--- config.mk ---
export PLATFORM = sky130hd
export DESIGN_NAME = rx_sync_controller
export DESIGN_NICKNAME = d
export VERILOG_FILES = /design/src/rtl/rx_phy_pkg.sv /design/src/rtl/rx_symbol_shifter.sv /design/src/rtl/rx_sync_controller.sv
export SDC_FILE = /design/constraint.sdc
export NUM_CORES = 1
export LEC_CHECK = 0
export CORE_MARGIN = 2
export CORE_UTILIZATION = 51
export DETAILED_ROUTE_END_ITERATION = 6
export PLACE_DENSITY = 0.84
export RECOVER_POWER = 25
export SLEW_MARGIN = 20
export SYNTH_ARGS = -nofsm -noshare
export SYNTH_HDL_FRONTEND = slang
export SYNTH_SLANG_ARGS = --single-unit
--- constraint.sdc ---
create_clock -name clk_32f -period 4.4 [get_ports clk_32f]
set_input_delay 1.1 -clock clk_32f [delete_from_list [all_inputs] [get_ports clk_32f]]
set_output_delay 1.1 -clock clk_32f [all_outputs]
set_load 0.02 [all_outputs]
--- src/rtl/rx_phy_pkg.sv ---
// Shared PHY symbol definitions for the receive sync controller and the IDLE/COM serializer.
package rx_phy_pkg;

  localparam logic [7:0] COM_SYM = 8'hBC;
  localparam logic [7:0] IDL_SYM = 8'h7C;

  typedef enum logic [1:0] {
    ST_HUNT  = 2'd0,
    ST_ALIGN = 2'd1,
    ST_SYNC  = 2'd2
  } state_t;

  // Payload is anything other than the two link-control symbols.
  function automatic logic is_payload(input logic [7:0] sym);
    return (sym != COM_SYM) && (sym != IDL_SYM);
  endfunction

endpackage

--- src/rtl/rx_symbol_shifter.sv ---
// Serial-to-parallel shifter with a loadable mod-8 bit counter and symbol compare flags.
module rx_symbol_shifter
  import rx_phy_pkg::*;
(
  input  logic       clk_32f,
  input  logic       reset,
  input  logic       data_in,
  input  logic       cnt_load,
  output logic [7:0] sr,
  output logic [2:0] cnt,
  output logic       is_com,
  output logic       is_idl
);

  always_ff @(posedge clk_32f) begin
    if (!reset) begin
      sr  <= 8'h00;
      cnt <= 3'd0;
    end else begin
      sr <= {sr[6:0], data_in};
      // Loading 1 makes cnt wrap to 0 exactly when the next full byte sits in sr.
      cnt <= cnt_load ? 3'd1 : cnt + 3'd1;
    end
  end

  assign is_com = (sr == COM_SYM);
  assign is_idl = (sr == IDL_SYM);

endmodule

--- src/rtl/rx_sync_controller.sv ---
// Receive link sync controller: hunts for COM at any bit offset, locks byte alignment, then deserializes.
module rx_sync_controller
  import rx_phy_pkg::*;
#(
  parameter int unsigned SYNC_COUNT = 4
) (
  input  logic       clk_32f,
  input  logic       reset,
  input  logic       data_in,
  output logic       active,
  output logic [7:0] data_out,
  output logic       valid_out,
  output logic       byte_strobe,
  output logic [1:0] state_dbg
);

  localparam logic [3:0] SYNC_TARGET = 4'(SYNC_COUNT);

  state_t     state;
  logic [3:0] com_cnt;
  logic [7:0] sr;
  logic [2:0] cnt;
  logic       is_com;
  logic       is_idl;
  logic       cnt_load;
  logic       boundary;

  assign cnt_load = (state == ST_HUNT) && is_com;
  assign boundary = (cnt == 3'd0);

  rx_symbol_shifter u_shifter (
    .clk_32f  (clk_32f),
    .reset    (reset),
    .data_in  (data_in),
    .cnt_load (cnt_load),
    .sr       (sr),
    .cnt      (cnt),
    .is_com   (is_com),
    .is_idl   (is_idl)
  );

  // Output protocol: byte_strobe is a single-cycle pulse with no back-pressure; data_out and
  // valid_out change only on a strobe and hold their value until the next one.
  always_ff @(posedge clk_32f) begin
    if (!reset) begin
      state       <= ST_HUNT;
      com_cnt     <= 4'd0;
      active      <= 1'b0;
      data_out    <= 8'h00;
      valid_out   <= 1'b0;
      byte_strobe <= 1'b0;
    end else begin
      byte_strobe <= 1'b0;
      case (state)
        ST_HUNT: begin
          if (is_com) begin
            com_cnt <= 4'd1;
            if (SYNC_COUNT == 1) begin
              state  <= ST_SYNC;
              active <= 1'b1;
            end else begin
              state <= ST_ALIGN;
            end
          end
        end
        ST_ALIGN: begin
          if (boundary) begin
            if (is_com) begin
              com_cnt <= com_cnt + 4'd1;
              if (com_cnt + 4'd1 == SYNC_TARGET) begin
                state  <= ST_SYNC;
                active <= 1'b1;
              end
            end else begin
              // Broken run: start over; this byte is not re-examined as a fresh COM.
              state   <= ST_HUNT;
              com_cnt <= 4'd0;
            end
          end
        end
        ST_SYNC: begin
          if (boundary) begin
            data_out    <= sr;
            valid_out   <= is_payload(sr);
            byte_strobe <= 1'b1;
          end
        end
        default: begin
          state   <= ST_HUNT;
          com_cnt <= 4'd0;
          active  <= 1'b0;
        end
      endcase
    end
  end

  assign state_dbg = state;

endmodule

==> flow_summary.json, run 1 <==
{
  "path_max_fanout": 13,
  "cp_top_family": "buffers and inverters",
  "p_leak_nw": 0.539,
  "routed_wl_um": 2120,
  "synth_cell_types": 38,
  "min_period_ns": 2.66,
  "place_hpwl_um": 1520,
  "gp_congestion": 0.754,
  "overflow": 0,
  "clockRootBuffer": "clkbuf_4",
  "row_count": 17,
  "grt_pass1_wl_um": 3480,
  "routedWlPerCell_um": 12.4,
  "fin_crit_sh_pct": 60.5,
  "final_cell_mix": "dfxtp_1 (28), nand2_1 (22), clkdlybuf4s50_1 (14)",
  "powerDensity_nw_per_um2": 317,
  "drt_iter0_drc": 12,
  "drive_gt1_share_pct": 6.29,
  "slew_headroom_pct": 60.3,
  "cp.depth": 1,
  "worst_pin_slew_ns": 0.594,
  "postSynthCellCount": 130,
  "grt_antenna_before_repair": 0,
  "cts_buffer_depth": 2,
  "syn-cell-area_um2": 1190,
  "hold_slack_ns": 0.463,
  "crit_path_start_kind": "register",
  "pre_cts_ws_ns": 1.61,
  "path_class": "reg2out",
  "htree_num_levels": 1,
  "synth.avg_cell_area_um2": 9.15,
  "max_clock_freq_ghz": 0.376,
  "clk_pin_slew_ns": 0.14,
  "synthTopCellsByArea": "dfxtp_1 (47%), nand2_1 (6.9%), and2_1 (4.7%)",
  "die_h_um": 52.3,
  "area_delta_synth_final_pct": 16.9,
  "hold_violations": 0,
  "worstPathCellList": "clkdlybuf4s50_1",
  "final.setup.tns_ns": 0,
  "clock_skew_ns": 0.00504,
  "ctsHoldBuffers": 0,
  "cts_resized": 0,
  "track_usage_pct": 16.8,
  "cp-end-kind": "primary output",
  "fp.dieArea_um2": 2740,
  "cp.buffers_inverters": 1,
  "reg2reg_depth": 6,
  "rsz0062_at_grt": "no",
  "yosysTopAreaCell": "dfxtp_1",
  "highest_layer": "met4",
  "grt_pass1_vias": 823,
  "wl_met3_um": 46,
  "synth_top_area_share_pct": 47.1,
  "total_power_w": 0.000441,
  "wl_met1_um": 1040,
  "cts_tree": "done",
  "num-nets-final": 151,
  "drc": 0,
  "vias": 918,
  "insertion_delay_ns": 0.32,
  "maxSlewViolCount": 0,
  "worstPathArrival_ns": 1.56,
  "firstDrtPassIters": 4,
  "viasPerCell": 5.37,
  "numCtsBuffers": 3,
  "io_buffers": 15,
  "hp-class": "reg2reg",
  "worstPathRequired_ns": 3.30,
  "diodes": 0,
  "timing.final.ws_setup_ns": 1.74,
  "min_path_cells": 2,
  "post_cts_buffers": 0,
  "io_pins": 16,
  "cpMaxStageDelayCell": "clkdlybuf4s50_1",
  "initial_core_util_pct": 53.8,
  "outcome": "finished clean",
  "route.met2.wl_um": 1020,
  "syn_nets": 137,
  "slowest_delay_ns": 0.68,
  "mostFrequentLayoutCell": "dfxtp_1",
  "grt_max_degree": 17,
  "max-vdd-ir-drop_mv": 0.277,
  "yosysSeqAreaShare_pct": 47.1,
  "drv_cap": 0,
  "clock_sinks": 28,
  "utilization_pct": 62.9,
  "yosys_warnings": 0,
  "ys_seq_elements": 28,
  "setup_viol": 0,
  "ant_nets": 0,
  "coreArea_um2": 2210,
  "dieWidth_um": 52.3
}
-- registers in the layout, summed over array words and instances (netlist names) --
register       cells
byte_strobe        1
valid_out          1
data_out           8
active             1
u_shifter.sr       8
u_shifter.cnt      3
state_dbg          2
com_cnt            4
-- final cells by class --
| class | instances | area [µm²] |
|---|---|---|
| fill | 201 | 821 |
| multi-input combinational | 91 | 574 |
| sequential | 28 | 561 |
| timing repair buffer | 15 | 150 |
| tap | 28 | 35.0 |
| clock inverter | 1 | 30.0 |
| clock buffer | 3 | 22.5 |
| inverter | 5 | 18.8 |
-- worst paths after layout --
path	startpoint	endpoint	slack (ns)
worst max-delay path	state_dbg[0]	state_dbg[0]	1.74
worst min-delay path	data_out[5]	data_out[5]	0.46
worst max register to register	u_shifter.cnt[0]	com_cnt[2]	2.58
worst min register to register	data_out[5]	data_out[5]	0.46
-- cells in the mapped netlist --
library cell	n
buf_6	1
o311a_1	1
and4bb_2	1
o2bb2ai_1	1
xor2_1	2
nand3_1	1
inv_1	5
nand4_2	2
and2_2	1
or2_1	1
a2111o_1	1
o21ai_0	3
a211oi_1	3
a31oi_1	1
a21oi_1	11
o21a_1	2
a41oi_1	1
nand2b_1	4
buf_2	2
o21ai_1	1
dfxtp_1	28
and2_1	9
and2b_4	1
nand2_1	22
or3_1	2
o21bai_1	1
o41ai_1	1
ha_1	4
buf_4	1
and3_1	3
nor2_1	2
nor3b_1	1
o32ai_1	1
nand4_1	1
o211ai_1	1
a21o_1	2
clkbuf_1	2
nor2b_1	3
-- power breakdown --
group | leakage (nW) | switching [W] | internal, W | total [W]
Clock | 0.0279 | 0.0000705 | 0.0000921 | 0.000163
Sequential | 0.227 | 0.00000253 | 0.000257 | 0.000260
Combinational | 0.284 | 0.0000114 | 0.00000672 | 0.0000182
Total | 0.539 | 0.0000845 | 0.000356 | 0.000441
-- cell families after synthesis --
logic type                 Yosys count  synth area share (%)
AOI/OAI and AO/OA                   31                  17.2
xor gates and xnor gates             2                  1.47
adders and majority gates            4                  4.21
buffers and inverters               11                  4.63
DFF                                 28                  47.1
and+or+nand+nor                     54                  25.3
-- per-layer routing --
metal / vias up / track usage (%)
li1: 478 / -
met1: 426 / 20.8
met2: 12 / 28.5
met3: 2 / 2.86
met4: 0 / 6.84
met5: - / 0
-- stage by stage --
step,cell area (µm²),cells
finish,1390,171
floorplan,1190,130
global placement,1340,167
global route,1390,171
detailed placement,1340,167
CTS,1390,171
Note: power is estimated with default switching activity, not from simulation.
==> run 2: changes to the inputs <==
clock period = 2.5 ns   (was 4.4 ns; I/O delays follow)
==> run 2 against run 1 <==
Effect of this change:
- sequential share of layout area is 0.78 points higher
- combinational power grew 80%
- count of clock-buffer cells in the layout unchanged
- die area did not move
- utilization decreased by 1.2 points
- worst hold slack better by 0.0022 ns
- non-clock buffer count increased by 1
- final cell count did not move
- critical path type unchanged
- critical endpoint unchanged
==> flow_summary.json, run 2 (synthesis results as in run 1) <==
{
  "cts_tree": "done",
  "worst_pin_slew_ns": 0.591,
  "dieWidth_um": 52.3,
  "cp-end-kind": "primary output",
  "crit_path_start_kind": "register",
  "place_inst": 168,
  "setup_viol": 0,
  "cts_resized": 0,
  "maxSlewViolCount": 0,
  "cpMaxStageDelayCell": "clkdlybuf4s50_1",
  "ant_nets": 0,
  "overflow": 0,
  "hold_violations": 0,
  "worstPathCellList": "clkdlybuf4s50_1",
  "fin_crit_sh_pct": 88.4,
  "outcome": "finished clean",
  "cts_buffer_depth": 2,
  "row_count": 17,
  "drt_iter0_drc": 16,
  "firstDrtPassIters": 4,
  "p_leak_nw": 0.525,
  "vias": 942,
  "numCtsBuffers": 3,
  "powerDensity_nw_per_um2": 490,
  "viasPerCell": 5.51,
  "clock_skew_ns": 0.000829,
  "grt_antenna_before_repair": 0,
  "drive_gt1_share_pct": 4.90,
  "gp_congestion": 0.722,
  "nFillCells": 199,
  "worstPathArrival_ns": 1.58,
  "hp-class": "reg2reg",
  "top_regs": "data_out (8), u_shifter.sr (8), com_cnt (4)",
  "area_delta_synth_final_pct": 14.7,
  "final_cell_mix": "dfxtp_1 (28), nand2_1 (22), clkdlybuf4s50_1 (14)",
  "insertion_delay_ns": 0.32,
  "final_cells": 171,
  "cp_top_family": "buffers and inverters",
  "worstPathRequired_ns": 1.88,
  "rsz0062_at_grt": "no",
  "io_pins": 16,
  "fp.dieArea_um2": 2740,
  "max_clock_freq_ghz": 0.453,
  "final.setup.tns_ns": 0,
  "min_period_ns": 2.21,
  "mostFrequentLayoutCell": "dfxtp_1",
  "drv_cap": 0,
  "drc": 0,
  "slew_headroom_pct": 60.5,
  "path_max_fanout": 13,
  "cp.buffers_inverters": 1,
  "grt_pass1_wl_um": 3730,
  "initial_core_util_pct": 53.8,
  "slowest_delay_ns": 0.68,
  "ctsHoldBuffers": 0,
  "htree_num_levels": 1,
  "die_h_um": 52.3,
  "diodes": 0,
  "grt_pass1_vias": 878,
  "place_hpwl_um": 1710,
  "max-vdd-ir-drop_mv": 0.485,
  "coreArea_um2": 2210,
  "clock_sinks": 28,
  "num-nets-final": 152,
  "grt_max_degree": 15,
  "io_buffers": 15,
  "clk_pin_slew_ns": 0.13,
  "routedWlPerCell_um": 13.2,
  "path_class": "reg2out",
  "routed_wl_um": 2260,
  "track_usage_pct": 18.5,
  "clockRootBuffer": "clkbuf_4",
  "post_cts_buffers": 0
}
run 2: cell types whose count changed in the layout (fill, tap and decap cells not counted):
cell | previous run | this run
and2_0 | 1 | 5
bufinv_16 | 1 | 0
and2_1 | 8 | 4
clkbuf_1 | 0 | 1
and4bb_1 | 0 | 1
and4bb_2 | 1 | 0
run 2: final timing paths:
check | startpoint | end | slack, ns | cells after the start
max | state_dbg[0] | state_dbg[0] | 0.29 | 1
min reg2reg | data_out[6] | data_out[6] | 0.46 | 2
max reg2reg | u_shifter.cnt[0] | com_cnt[2] | 0.63 | 6
min | data_out[6] | data_out[6] | 0.46 | 2
run 2: power breakdown:
part           leakage, nW  internal, W  switching, W  total [W]
registers            0.227     0.000453    0.00000447   0.000457
logic                0.285    0.0000124     0.0000204  0.0000328
clock network       0.0138    0.0000565      0.000122   0.000178
run 2: stage by stage:
| stage | instance area (µm²) | total power (W) | hold WS, ns | setup slack [ns] | util, % |
|---|---|---|---|---|---|
| after detailed placement | 1350 | 0.000502 | 0.451 | 0.427 | 60.9 |
| after floorplan | 1190 | 0.000492 | 0.436 | 1.08 | - |
| final | 1370 | 0.000669 | 0.465 | 0.291 | 61.7 |
| after global routing | 1370 | 0.000700 | 0.498 | 0.240 | 61.7 |
| after global placement | 1350 | 0.000499 | 0.449 | 0.471 | 60.9 |
| after CTS | 1370 | 0.000678 | 0.470 | 0.297 | 61.9 |
run 2: worst reg2reg max path, cell delays in order (launching register included):
cell and delay, ns:
dfxtp_1 0.35, inv_1 0.06, ha_1 0.16, nor2b_1 0.50, nor3b_1 0.15, o311a_1 0.37
a21o_1 0.20
run 2: per-layer routing:
layer	GRT usage, %	vias up	wire, µm
li1	-	473	-
met1	20.3	444	977
met2	33.8	20	1170
met3	3.43	5	70
met4	8.97	0	43
met5	0	-	0
run 2: final cells by class:
class,instances,area (µm²),share of cell area (%)
repair buffers,16,154,11.3
multi-input cells,91,574,42.1
flip-flops and latches,28,561,41.1
well taps,28,35.0,2.57
inverters,5,18.8,1.37
clock buffers,3,22.5,1.65
==> run 3: changes to the inputs <==
SLEW_MARGIN = 10   (was 20)
SYNTH_HIERARCHICAL = 1   (was not set)
==> run 3 against run 2 <==
Effect of this change:
- combinational power rose by 27%
- register-to-register slack lost 0.11 ns
- clock skew is essentially flat
- sequential cell count is the same
- first-iteration DRC count grew to 2.6 times the previous value
- utilization is 2.2 points higher
- power increased by 19%
- clock power grew 65%
- global-route usage grew 0.70 points
- largest cell class unchanged
- largest power group unchanged
==> flow_summary.json, run 3 <==
{
  "r2r_slack_ns": 0.52,
  "num-nets-final": 150,
  "worst_pin_slew_ns": 0.729,
  "routedWlPerCell_um": 13.8,
  "clkPwrFrac_pct": 37.0,
  "drt_iter0_drc": 42,
  "viasPerCell": 5.60,
  "clockRootBuffer": "clkbuf_4",
  "hold_violations": 0,
  "track_usage_pct": 19.2,
  "final.setup.tns_ns": 0,
  "path_max_fanout": 16,
  "grt_max_degree": 24,
  "post_cts_buffers": 0,
  "pwr-share-seq_pct": 57.8,
  "worstPathArrival_ns": 1.69,
  "coreArea_um2": 2230,
  "ant_nets": 0,
  "vias": 958,
  "total_power_w": 0.000796,
  "syn-cell-area_um2": 1210,
  "clock_sinks": 28,
  "switching_share_pct": 20.3,
  "overflow": 0,
  "slowest_delay_ns": 0.70,
  "r2r_start": "u_shifter/sr[0]",
  "worstPathCellList": "clkdlybuf4s50_1",
  "slew_headroom_pct": 51.4,
  "insertion_delay_ns": 0.32,
  "grt_antenna_before_repair": 0,
  "drv_cap": 0,
  "ctsHoldBuffers": 0,
  "row_count": 17,
  "cpMaxStageDelayCell": "clkdlybuf4s50_1",
  "reg2reg_to": "com_cnt[3]",
  "grt_pass1_wl_um": 3970,
  "hp-class": "reg2reg",
  "fp.dieArea_um2": 2770,
  "maxSlewViolCount": 0,
  "hp-start": "data_out[1]",
  "cts_buffer_depth": 2,
  "path_class": "reg2out",
  "initial_core_util_pct": 54.0,
  "area_delta_synth_final_pct": 18.3,
  "yosys_warnings": 6,
  "p_switching_w": 0.000162,
  "io_pins": 16,
  "diodes": 0,
  "clk_pin_slew_ns": 0.15,
  "postSynthCellCount": 128,
  "gp_congestion": 0.786,
  "drive_gt1_share_pct": 7.69,
  "cts_resized": 0,
  "syn_nets": 134,
  "clock_skew_ns": 0.000805,
  "cp.depth": 1,
  "cp-end-kind": "primary output",
  "combPwrFrac_pct": 5.2,
  "numCtsBuffers": 3,
  "min_period_ns": 2.32,
  "die_h_um": 52.6,
  "powerDensity_nw_per_um2": 558,
  "max_clock_freq_ghz": 0.432,
  "crit_path_start_kind": "register",
  "p_leak_nw": 0.507,
  "worstPathRequired_ns": 1.88,
  "cts_tree": "done",
  "io_buffers": 15,
  "reg2reg_depth": 5,
  "htree_num_levels": 1,
  "cp.buffers_inverters": 1,
  "routed_wl_um": 2360,
  "outcome": "finished clean",
  "rsz0062_at_grt": "no",
  "cp-startpoint": "state_dbg[0]",
  "dieWidth_um": 52.6,
  "crit_path_end": "state_dbg[0]",
  "final_cell_mix": "dfxtp_1 (28), nand2_1 (21), clkdlybuf4s50_1 (14)",
  "firstDrtPassIters": 4,
  "grt_pass1_vias": 916,
  "intPower_w": 0.000634,
  "place_hpwl_um": 1630,
  "synth.avg_cell_area_um2": 9.42,
  "max-vdd-ir-drop_mv": 0.404,
  "mostFrequentLayoutCell": "dfxtp_1",
  "top_regs": "data_out (8), u_shifter/sr (8), com_cnt (4)",
  "cp_top_family": "buffers and inverters",
  "fin_crit_sh_pct": 92.7,
  "drc": 0,
  "setup_viol": 0
}
run 3: cell types whose count changed in the layout (fill, tap and decap cells not counted), sizes merged, moves of 3 or more:
cell,before,now
a21boi,0,10
a21oi,11,3
inv,5,2
nand3,1,6
nor4,0,3
o21ai,4,7
run 3: power by group through the flow:
stage          Sequential, W  Combinational (W)  Clock [W]
2_1_floorplan       0.000468          0.0000311          0
3_3_place_gp        0.000469          0.0000402          0
3_5_place_dp        0.000470          0.0000412          0
4_1_cts             0.000460          0.0000417   0.000300
5_1_grt             0.000461          0.0000459   0.000314
6_report            0.000460          0.0000416   0.000294
run 3: how the worst min path moves through the flow:
| stage | depth (start not counted) | endpoint | slack [ns] |
|---|---|---|---|
| after floorplan | 2 | data_out[5] | 0.45 |
| after CTS | 2 | data_out[3] | 0.47 |
| after global placement | 2 | data_out[3] | 0.44 |
| after global routing | 2 | data_out[4] | 0.49 |
| final | 2 | data_out[1] | 0.47 |
| after detailed placement | 2 | data_out[3] | 0.45 |
run 3: final cells by class:
| cell class | instances | area [µm²] |
|---|---|---|
| fillers | 194 | 807 |
| multi-input cells | 93 | 617 |
| flip-flops and latches | 28 | 561 |
| repair buffers | 16 | 154 |
| well taps | 28 | 35.0 |
| clock inverters | 1 | 30.0 |
| clock buffers | 3 | 22.5 |
| inverters | 2 | 7.51 |
run 3: worst register-to-register path, stage by stage (launching register included):
cell and delay (ns):
dfxtp_1 0.36, nand4bb_4 0.22, nor4_2 0.34, nor2b_1 0.44
nor2_1 0.14, a311o_1 0.37
run 3: layer usage:
layer	wire, µm	vias to the layer above	track usage [%]
met4	13	0	7.26
met5	0	-	0
met2	1050	32	29.2
met1	1170	438	27.0
met3	128	2	3.43
li1	-	486	-
run 3: through the flow:
step	cell area (µm²)	cells	worst slack [ns]	util, %	hold slack, ns
3_3_place_gp	1380	167	0.610	61.7	0.440
5_1_grt	1430	171	0.119	63.9	0.493
4_1_cts	1430	171	0.185	64.0	0.470
3_5_place_dp	1380	167	0.574	61.7	0.450
6_report	1430	171	0.184	63.9	0.466
2_1_floorplan	1210	128	0.819	-	0.452
